### config.mk
export PLATFORM = sky130hd
export DESIGN_NAME = uart_prog_loader_flat
export DESIGN_NICKNAME = d
export VERILOG_FILES = /design/src/rtl/cpu_loader_pkg.sv /design/src/rtl/uart_prog_loader_if.sv /design/src/rtl/loader_byte_pair.sv /design/src/rtl/uart_prog_loader.sv /design/src/flat_wrapper.sv
export SDC_FILE = /design/constraint.sdc
export NUM_CORES = 1
export LEC_CHECK = 0
export ABC_AREA = 1
export BUFFER_PORTS_ARGS = -buffer_cell sky130_fd_sc_hd__buf_2
export CELL_PAD_IN_SITES_DETAIL_PLACEMENT = 1
export CELL_PAD_IN_SITES_GLOBAL_PLACEMENT = 2
export CORE_MARGIN = 4
export CORE_UTILIZATION = 24
export CTS_CLUSTER_DIAMETER = 50
export DETAILED_ROUTE_END_ITERATION = 7
export PLACE_DENSITY = 0.67
export SYNTH_ARGS = -nofsm -noshare
export SYNTH_HDL_FRONTEND = slang
export SYNTH_SLANG_ARGS = --single-unit
### constraint.sdc
create_clock -name CLK -period 2.8 [get_ports CLK]
set_input_delay 0.28 -clock CLK [delete_from_list [all_inputs] [get_ports CLK]]
set_output_delay 0.28 -clock CLK [all_outputs]
set_load 0.02 [all_outputs]
### src/rtl/cpu_loader_pkg.sv
// Shared constants for the UART program loader: state encoding, word geometry
// and the default inter-byte timeout.
package cpu_loader_pkg;

    localparam logic [2:0] ST_CNT_LO = 3'd0;
    localparam logic [2:0] ST_CNT_HI = 3'd1;
    localparam logic [2:0] ST_INS_LO = 3'd2;
    localparam logic [2:0] ST_INS_HI = 3'd3;
    localparam logic [2:0] ST_DONE   = 3'd4;
    localparam logic [2:0] ST_ERR    = 3'd5;

    localparam int BYTES_PER_WORD = 2;

    // 20 ms of silence at 50 MHz
    localparam int TIMEOUT_CYC_DEFAULT = 1_000_000;

endpackage

### src/rtl/uart_prog_loader_if.sv
// Byte-stream / imem-write bundle of the program loader. slave = the loader,
// master = the host side (uart_rx, button logic, imem, LEDs).
interface uart_prog_loader_if #(
    parameter int ADDR_W = 8,
    parameter int DATA_W = 16
);
    logic              load_req;
    logic [7:0]        rx_data;
    logic              rx_valid;
    logic              imem_we;
    logic [ADDR_W-1:0] imem_addr;
    logic [DATA_W-1:0] imem_wdata;
    logic              cpu_hold;
    logic              loading;
    logic              load_done;
    logic              load_err;
    logic [15:0]       word_count;

    modport slave (
        input  load_req, rx_data, rx_valid,
        output imem_we, imem_addr, imem_wdata, cpu_hold, loading,
               load_done, load_err, word_count
    );

    modport master (
        output load_req, rx_data, rx_valid,
        input  imem_we, imem_addr, imem_wdata, cpu_hold, loading,
               load_done, load_err, word_count
    );
endinterface

### src/rtl/loader_byte_pair.sv
// Assembles an LSB/MSB byte pair into one instruction word; word_valid pulses
// for the single cycle after the MSB arrives and doubles as the imem write strobe.
module loader_byte_pair
    import cpu_loader_pkg::*;
(
    input  logic                          clk,
    input  logic                          rst,
    input  logic                          clear,
    input  logic                          lsb_en,
    input  logic                          msb_en,
    input  logic [7:0]                    rx_byte,
    output logic [8*BYTES_PER_WORD-1:0]   word,
    output logic                          word_valid
);

    logic [7:0] lsb;

    always_ff @(posedge clk or posedge rst) begin
        if (rst) begin
            lsb        <= '0;
            word       <= '0;
            word_valid <= 1'b0;
        end else if (clear) begin
            lsb        <= '0;
            word_valid <= 1'b0;
        end else begin
            word_valid <= msb_en;
            if (lsb_en)
                lsb <= rx_byte;
            if (msb_en)
                word <= {rx_byte, lsb};
        end
    end

endmodule

### src/rtl/uart_prog_loader.sv
// Host program loader: 16-bit count then count instructions (LSB first) written
// to imem from address 0 while the CPU is held in stall.
//
// state  | meaning
// CNT_LO | waiting for count LSB (no timeout)
// CNT_HI | waiting for count MSB
// INS_LO | waiting for instruction LSB
// INS_HI | waiting for instruction MSB
// DONE   | program loaded, CPU released
// ERR    | count overflow or timeout, CPU held
module uart_prog_loader
    import cpu_loader_pkg::*;
#(
    parameter int ADDR_W      = 8,
    parameter int DATA_W      = 16,
    parameter int TIMEOUT_CYC = TIMEOUT_CYC_DEFAULT
)
(
    input logic                CLK,
    input logic                RESET,
    uart_prog_loader_if.slave  bus
);

    localparam int TMR_W = $clog2(TIMEOUT_CYC + 1);
    localparam logic [16:0] CAPACITY = 17'(1) << ADDR_W;

    logic [2:0]        state;
    logic [ADDR_W:0]   index;
    logic [TMR_W-1:0]  timer;
    logic [15:0]       word_count;
    logic [15:0]       count_full;
    logic [15:0]       idx_next;
    logic [DATA_W-1:0] word;
    logic              word_valid;
    logic              timing;
    logic              timeout;
    logic              lsb_en;
    logic              msb_en;

    assign timing  = (state == ST_CNT_HI) || (state == ST_INS_LO) || (state == ST_INS_HI);
    assign timeout = timing && !bus.rx_valid && (timer == TMR_W'(TIMEOUT_CYC - 1));
    assign lsb_en  = (state == ST_INS_LO) && bus.rx_valid && !bus.load_req;
    assign msb_en  = (state == ST_INS_HI) && bus.rx_valid && !bus.load_req;

    assign count_full = {bus.rx_data, word_count[7:0]};
    assign idx_next   = 16'(index) + 16'd1;

    loader_byte_pair u_pair (
        .clk        (CLK),
        .rst        (RESET),
        .clear      (bus.load_req | timeout),
        .lsb_en     (lsb_en),
        .msb_en     (msb_en),
        .rx_byte    (bus.rx_data),
        .word       (word),
        .word_valid (word_valid)
    );

    always_ff @(posedge CLK or posedge RESET) begin
        if (RESET) begin
            state      <= ST_CNT_LO;
            index      <= '0;
            timer      <= '0;
            word_count <= '0;
        end else if (bus.load_req) begin
            state      <= ST_CNT_LO;
            index      <= '0;
            timer      <= '0;
            word_count <= '0;
        end else begin
            if (bus.rx_valid || !timing)
                timer <= '0;
            else
                timer <= timer + TMR_W'(1);
            // Index advances at the end of the write cycle, so imem_addr shows
            // the address actually being written.
            if (word_valid)
                index <= index + (ADDR_W+1)'(1);
            case (state)
                ST_CNT_LO: if (bus.rx_valid) begin
                    word_count[7:0] <= bus.rx_data;
                    state           <= ST_CNT_HI;
                end
                ST_CNT_HI: if (bus.rx_valid) begin
                    word_count[15:8] <= bus.rx_data;
                    if (count_full == 16'd0)
                        state <= ST_DONE;
                    else if ({1'b0, count_full} > CAPACITY)
                        state <= ST_ERR;
                    else
                        state <= ST_INS_LO;
                end else if (timeout) begin
                    state <= ST_ERR;
                end
                ST_INS_LO: if (bus.rx_valid)
                    state <= ST_INS_HI;
                else if (timeout)
                    state <= ST_ERR;
                ST_INS_HI: if (bus.rx_valid)
                    state <= (idx_next == word_count) ? ST_DONE : ST_INS_LO;
                else if (timeout)
                    state <= ST_ERR;
                ST_DONE: state <= ST_DONE;
                ST_ERR:  state <= ST_ERR;
                default: state <= ST_CNT_LO;
            endcase
        end
    end

    assign bus.imem_we    = word_valid;
    assign bus.imem_addr  = index[ADDR_W-1:0];
    assign bus.imem_wdata = word;
    assign bus.word_count = word_count;
    assign bus.loading    = timing || (state == ST_CNT_LO);
    assign bus.cpu_hold   = (state != ST_DONE);
    assign bus.load_done  = (state == ST_DONE);
    assign bus.load_err   = (state == ST_ERR);

endmodule

### src/flat_wrapper.sv
// flat-port wrapper written by rule: the top's interface ports become plain ports
module uart_prog_loader_flat import cpu_loader_pkg::*;
#(
    parameter int ADDR_W      = 8,
    parameter int DATA_W      = 16,
    parameter int TIMEOUT_CYC = TIMEOUT_CYC_DEFAULT
)
  (CLK, RESET, bus_load_req, bus_rx_data, bus_rx_valid, bus_imem_we, bus_imem_addr, bus_imem_wdata, bus_cpu_hold, bus_loading, bus_load_done, bus_load_err, bus_word_count);
  uart_prog_loader_if #(.ADDR_W(ADDR_W), .DATA_W(DATA_W)) bus_i ();
  input logic CLK;
  input logic RESET;
  input wire logic [$bits(bus_i.load_req)-1:0] bus_load_req;
  input wire logic [$bits(bus_i.rx_data)-1:0] bus_rx_data;
  input wire logic [$bits(bus_i.rx_valid)-1:0] bus_rx_valid;
  output wire logic [$bits(bus_i.imem_we)-1:0] bus_imem_we;
  output wire logic [$bits(bus_i.imem_addr)-1:0] bus_imem_addr;
  output wire logic [$bits(bus_i.imem_wdata)-1:0] bus_imem_wdata;
  output wire logic [$bits(bus_i.cpu_hold)-1:0] bus_cpu_hold;
  output wire logic [$bits(bus_i.loading)-1:0] bus_loading;
  output wire logic [$bits(bus_i.load_done)-1:0] bus_load_done;
  output wire logic [$bits(bus_i.load_err)-1:0] bus_load_err;
  output wire logic [$bits(bus_i.word_count)-1:0] bus_word_count;
  assign bus_i.load_req = bus_load_req;
  assign bus_i.rx_data = bus_rx_data;
  assign bus_i.rx_valid = bus_rx_valid;
  assign bus_imem_we = bus_i.imem_we;
  assign bus_imem_addr = bus_i.imem_addr;
  assign bus_imem_wdata = bus_i.imem_wdata;
  assign bus_cpu_hold = bus_i.cpu_hold;
  assign bus_loading = bus_i.loading;
  assign bus_load_done = bus_i.load_done;
  assign bus_load_err = bus_i.load_err;
  assign bus_word_count = bus_i.word_count;
  uart_prog_loader #(.ADDR_W(ADDR_W), .DATA_W(DATA_W), .TIMEOUT_CYC(TIMEOUT_CYC)) u_core (.CLK(CLK), .RESET(RESET), .bus(bus_i));
endmodule
==> impl.org <==
** Global route
- The initial antenna violation count was 1.
- Overall track demand over capacity in global routing :: 13.04%
- Wire length of the first global-routing pass :: roughly 18,000 um
- Global-route met3 utilization :: approximately 2.6%
- The number of global-route vias before repair was 3,440.
- For met1 alone, demand over resource in global routing was 18.03%.
- Layer with the highest usage :: met2
- Global-route track usage on met2 :: between 20% and 30%
- The total overflow left after global routing is 0.
- Entering global routing, the biggest net connects 62 pins.

** Timing
- Max-slew violation count :: 0
- Setup violations remaining at the end of the flow were counted as 0.
- Worst-case clock skew :: 0.01004 ns
- Worst hold slack :: 0.2683 ns
- Adding up every negative setup slack in the final design gives 0 ns.
- For the pin with the worst max-slew slack, the measured transition is roughly 0.88 ns.
- Final clock period utilization by the worst path :: 67.66%
- Unrepaired setup endpoints after global routing :: false
- The count of endpoints failing hold in the final timing report came to 0.
- Time the worst path needs with I/O delays and setup :: 1.894 ns
- Highest Clock Rate :: 527.9 MHz
- Slew Limit Headroom :: 40.89%

** Clock tree
- In this run the deepest clock path goes through 2 buffers.
- Post-CTS resize count :: 0
- Clock root buffer :: clkbuf_16
- The later pin in the worst-skew pair is clocked with a latency of 0.34 ns.
- Counting every sink on the clock net gives 73.
- Clock-pin slew on the worst setup and hold paths :: 0.06 ns
- The H-tree was split into 3 levels.
- The number of clock buffers added by TritonCTS is 9.
- Clock tree from TritonCTS :: done

** Pwr
- Power spread over the standard cell area amounts to ~560 nW/um^2.
- IR analysis of the VDD net gives a maximum drop of around 0.23 mV.
- Summing internal, switching and leakage power gives about 2.5 mW.
- The analysis attributes to cell leakage a power of 2.153 nW.

** Floorplanning
- The die is 132.7 um wide.
- Once the floorplan was initialized, standard cells occupied 24.54% of the core.
- The die covers 17,610 um^2.
- The floorplan has 45 rows.
- The core region is 15,200 um^2.
- Height of the die :: 132.7 um
- During I/O placement, the number of pins put on the boundary was 57.

** Worst setup path
- The cell that appears most often on the critical path is nand2_1.
- Worst path required time :: 3.02 ns
- STA classifies the critical path startpoint as a flip-flop.
- Startpoint-to-endpoint class of the critical path :: flip-flop to flip-flop
- On the critical path, the stage with the largest delay is an instance of dfrtp_1.
- Data arrival time of the critical path :: 2.11 ns
- CP Cell Sequence :: ha_1, inv_1, nand2_1, nand2_1, nand2_1, nand2_1, nor2_1, nand3_1, nor2_1, nand3_1, nand2_1, a21oi_1
- Type of element capturing the critical path :: flip-flop
- Largest fanout on the critical path :: 5
- Slowest stage delay, CP :: 0.45 ns

** Synth
- Dividing the synthesized area by the synthesized cell count gives 8.007 um^2.
- For this run, asynchronously set or reset flops after synthesis account for 100.0%.
- In the synthesized netlist, the cells that appear most often are 103 x nand2_1, 73 x dfrtp_1, 63 x inv_1, 54 x nor2_1, 41 x o21ai_0.
- Mapped Cells :: roughly 470
- Yosys top cell area share :: around half
- Library cell occupying the most area in the post-synthesis netlist :: dfrtp_1
- Top flip-flop cell by instance count after synthesis :: dfrtp_1
- In this run, synthesis inferred 0 flip-flops with an integrated enable.
- In the post-synthesis netlist, the biggest area contributors are dfrtp_1 49%, nand2_1 10%, inv_1 6.3%, o21ai_0 5.5%, nor2_1 5.4%.
- Synthesis inferred 73 register bits.
- For this run, the register share of the synthesized area comes to 48.96%.
- For this run, the number of Yosys warnings is 0.
- The mapped netlist covers 3731 um^2.
- Post-Synthesis Net Count :: 480
- The number of different library cells used by synthesis comes to 36.
- Most frequent cell after synthesis :: nand2_1

** Drt
- Detailed router's first-iteration violation count :: roughly 110
- Dividing the detail-routed wire length by the instance count gives 15.29 um.
- In this run the remaining antenna-violating nets after routing total 0.
- DRC violation count after routing :: 0
- After detailed routing, the number of vias per cell comes to 4.610.
- The final layout contains routed wiring with a total length of 10,900 um.
- Via Count :: 3,287
- Initial DRT Pass Iterations :: 4

** Worst hold path
- Class of the tightest hold or removal check :: input port to flip-flop

** Final layout
- Filler cell count in the final layout :: 1,851
- The post-route netlist has 17.71% of its cells at a drive strength greater than 1.
- Core Util, Final :: 29.37%
- Final nets :: 534
- Layout overhead on the synthesized area :: 19.65%
- 0 antenna diodes ended up in the layout.

** Placed design
- GPL Wtd Cong :: 0.7950
- Number of I/O port buffers :: 56
- Final HPWL from detailed placement :: 8398 um

** Outcome
- The run finished with clean final reports.

** Run
- Number of maximum-capacitance constraint violations :: 0
-- metal layers --
metal	up-vias	wire length, um
li1	1620	-
met1	1599	5258
met2	51	4986
met3	15	455
met4	2	190
met5	-	12
-- where the power goes --
group | switching (mW) | total (mW) | internal [mW] | leakage (nW)
sequential | 0.0296 | 1.12 | 1.09 | 1.00
combinational | 0.205 | 0.292 | 0.0871 | 1.01
clock | 0.455 | 1.08 | 0.626 | 0.137
-- cells by family (layout without fill, tap and decap cells) --
| logic type | Yosys count | in the layout | share of synthesized area [%] |
|---|---|---|---|
| mux | 2 | 2 | 0.6036 |
| simple gates | 223 | 223 | 26.89 |
| xor+xnor | 5 | 5 | 1.543 |
| buf+inv | 83 | 142 | 9.356 |
| fa+ha+maj | 2 | 2 | 0.6706 |
| compound gates | 78 | 78 | 11.97 |
| flops | 73 | 73 | 48.96 |
-- cell type report --
| cell class | instances | area, um^2 | area share [%] |
|---|---|---|---|
| clock buffers | 12 | 246.5 | 5.521 |
| clock inverters | 4 | 27.53 | 0.6166 |
| inverters | 66 | 247.7 | 5.549 |
| multi-input cells | 310 | 1555 | 34.84 |
| flip-flops and latches | 73 | 1827 | 40.92 |
| well taps | 188 | 235.2 | 5.269 |
| repair buffers | 60 | 325.3 | 7.287 |
-- path summary, 6_finish.rpt --
check	depth (start not counted)	endpoint	slack (ns)	start
min in group asynchronous	3	u_core.timer[9]$_DFF_PP0_	0.44	RESET
worst min-delay path	3	u_core.u_pair.word[13]$_DFFE_PP0P_	0.27	bus_rx_data[5]
worst min register to register	1	u_core.timer[0]$_DFF_PP0_	0.46	u_core.timer[0]$_DFF_PP0_
max in group asynchronous	4	u_core.index[7]$_DFFE_PP0P_	1.72	RESET
worst max register to register	12	u_core.state[1]$_DFFE_PP0P_	0.91	u_core.index[1]$_DFFE_PP0P_
worst max-delay path	12	u_core.state[1]$_DFFE_PP0P_	0.91	u_core.index[1]$_DFFE_PP0P_
-- placed cells by master, fill, tap and decap left out, types with 3 or more instances in the layout --
cell       count
clkbuf_16      9
nand4_1       12
nor2_4         3
nand2_1      103
a31oi_1        4
a21oi_1       13
nand3_1       32
buf_2         56
o21ai_0       41
nand2_2        5
nor2_1        54
o22ai_1        5
o21a_1         3
inv_1         62
dfrtp_1       73
o32ai_1        7
nor3_1         6
inv_2          3
-- registers in the layout, indices dropped and copies added, names as in the netlist --
| name | cells |
|---|---|
| u_core.u_pair.word | 16 |
| u_core.u_pair.lsb | 8 |
| u_core.state | 3 |
| u_core.index | 9 |
| u_core.u_pair.word_valid | 1 |
| u_core.timer | 20 |
| u_core.bus.word_count | 16 |
-- repair_timing --
| action | 4_1_cts | 5_1_grt |
|---|---|---|
| buffers inserted | 0 | 0 |
| setup endpoints to repair | 0 | 0 |
| hold buffers | 1 | 0 |
| endpoints found under the hold margin | 12 | 0 |
-- through the flow --
step / cells / setup slack (ns) / instance area [um^2]
detailed placement: 696 / 0.8999 / 4180
global route: 713 / 0.7294 / 4464
finish: 713 / 0.9056 / 4464
global placement: 696 / 0.9014 / 4180
floorplan: 466 / 0.6667 / 3731
CTS: 713 / 0.8808 / 4464
-- critical path, delay by kind of cell (launching register included) --
| family | cells | cell delay [ns] |
|---|---|---|
| simple gates | 9 | 0.86 |
| flops | 1 | 0.45 |
| fa+ha+maj | 1 | 0.32 |
| buf+inv | 1 | 0.07 |
| compound gates | 1 | 0.07 |
Power figures use the tool's default switching activity.
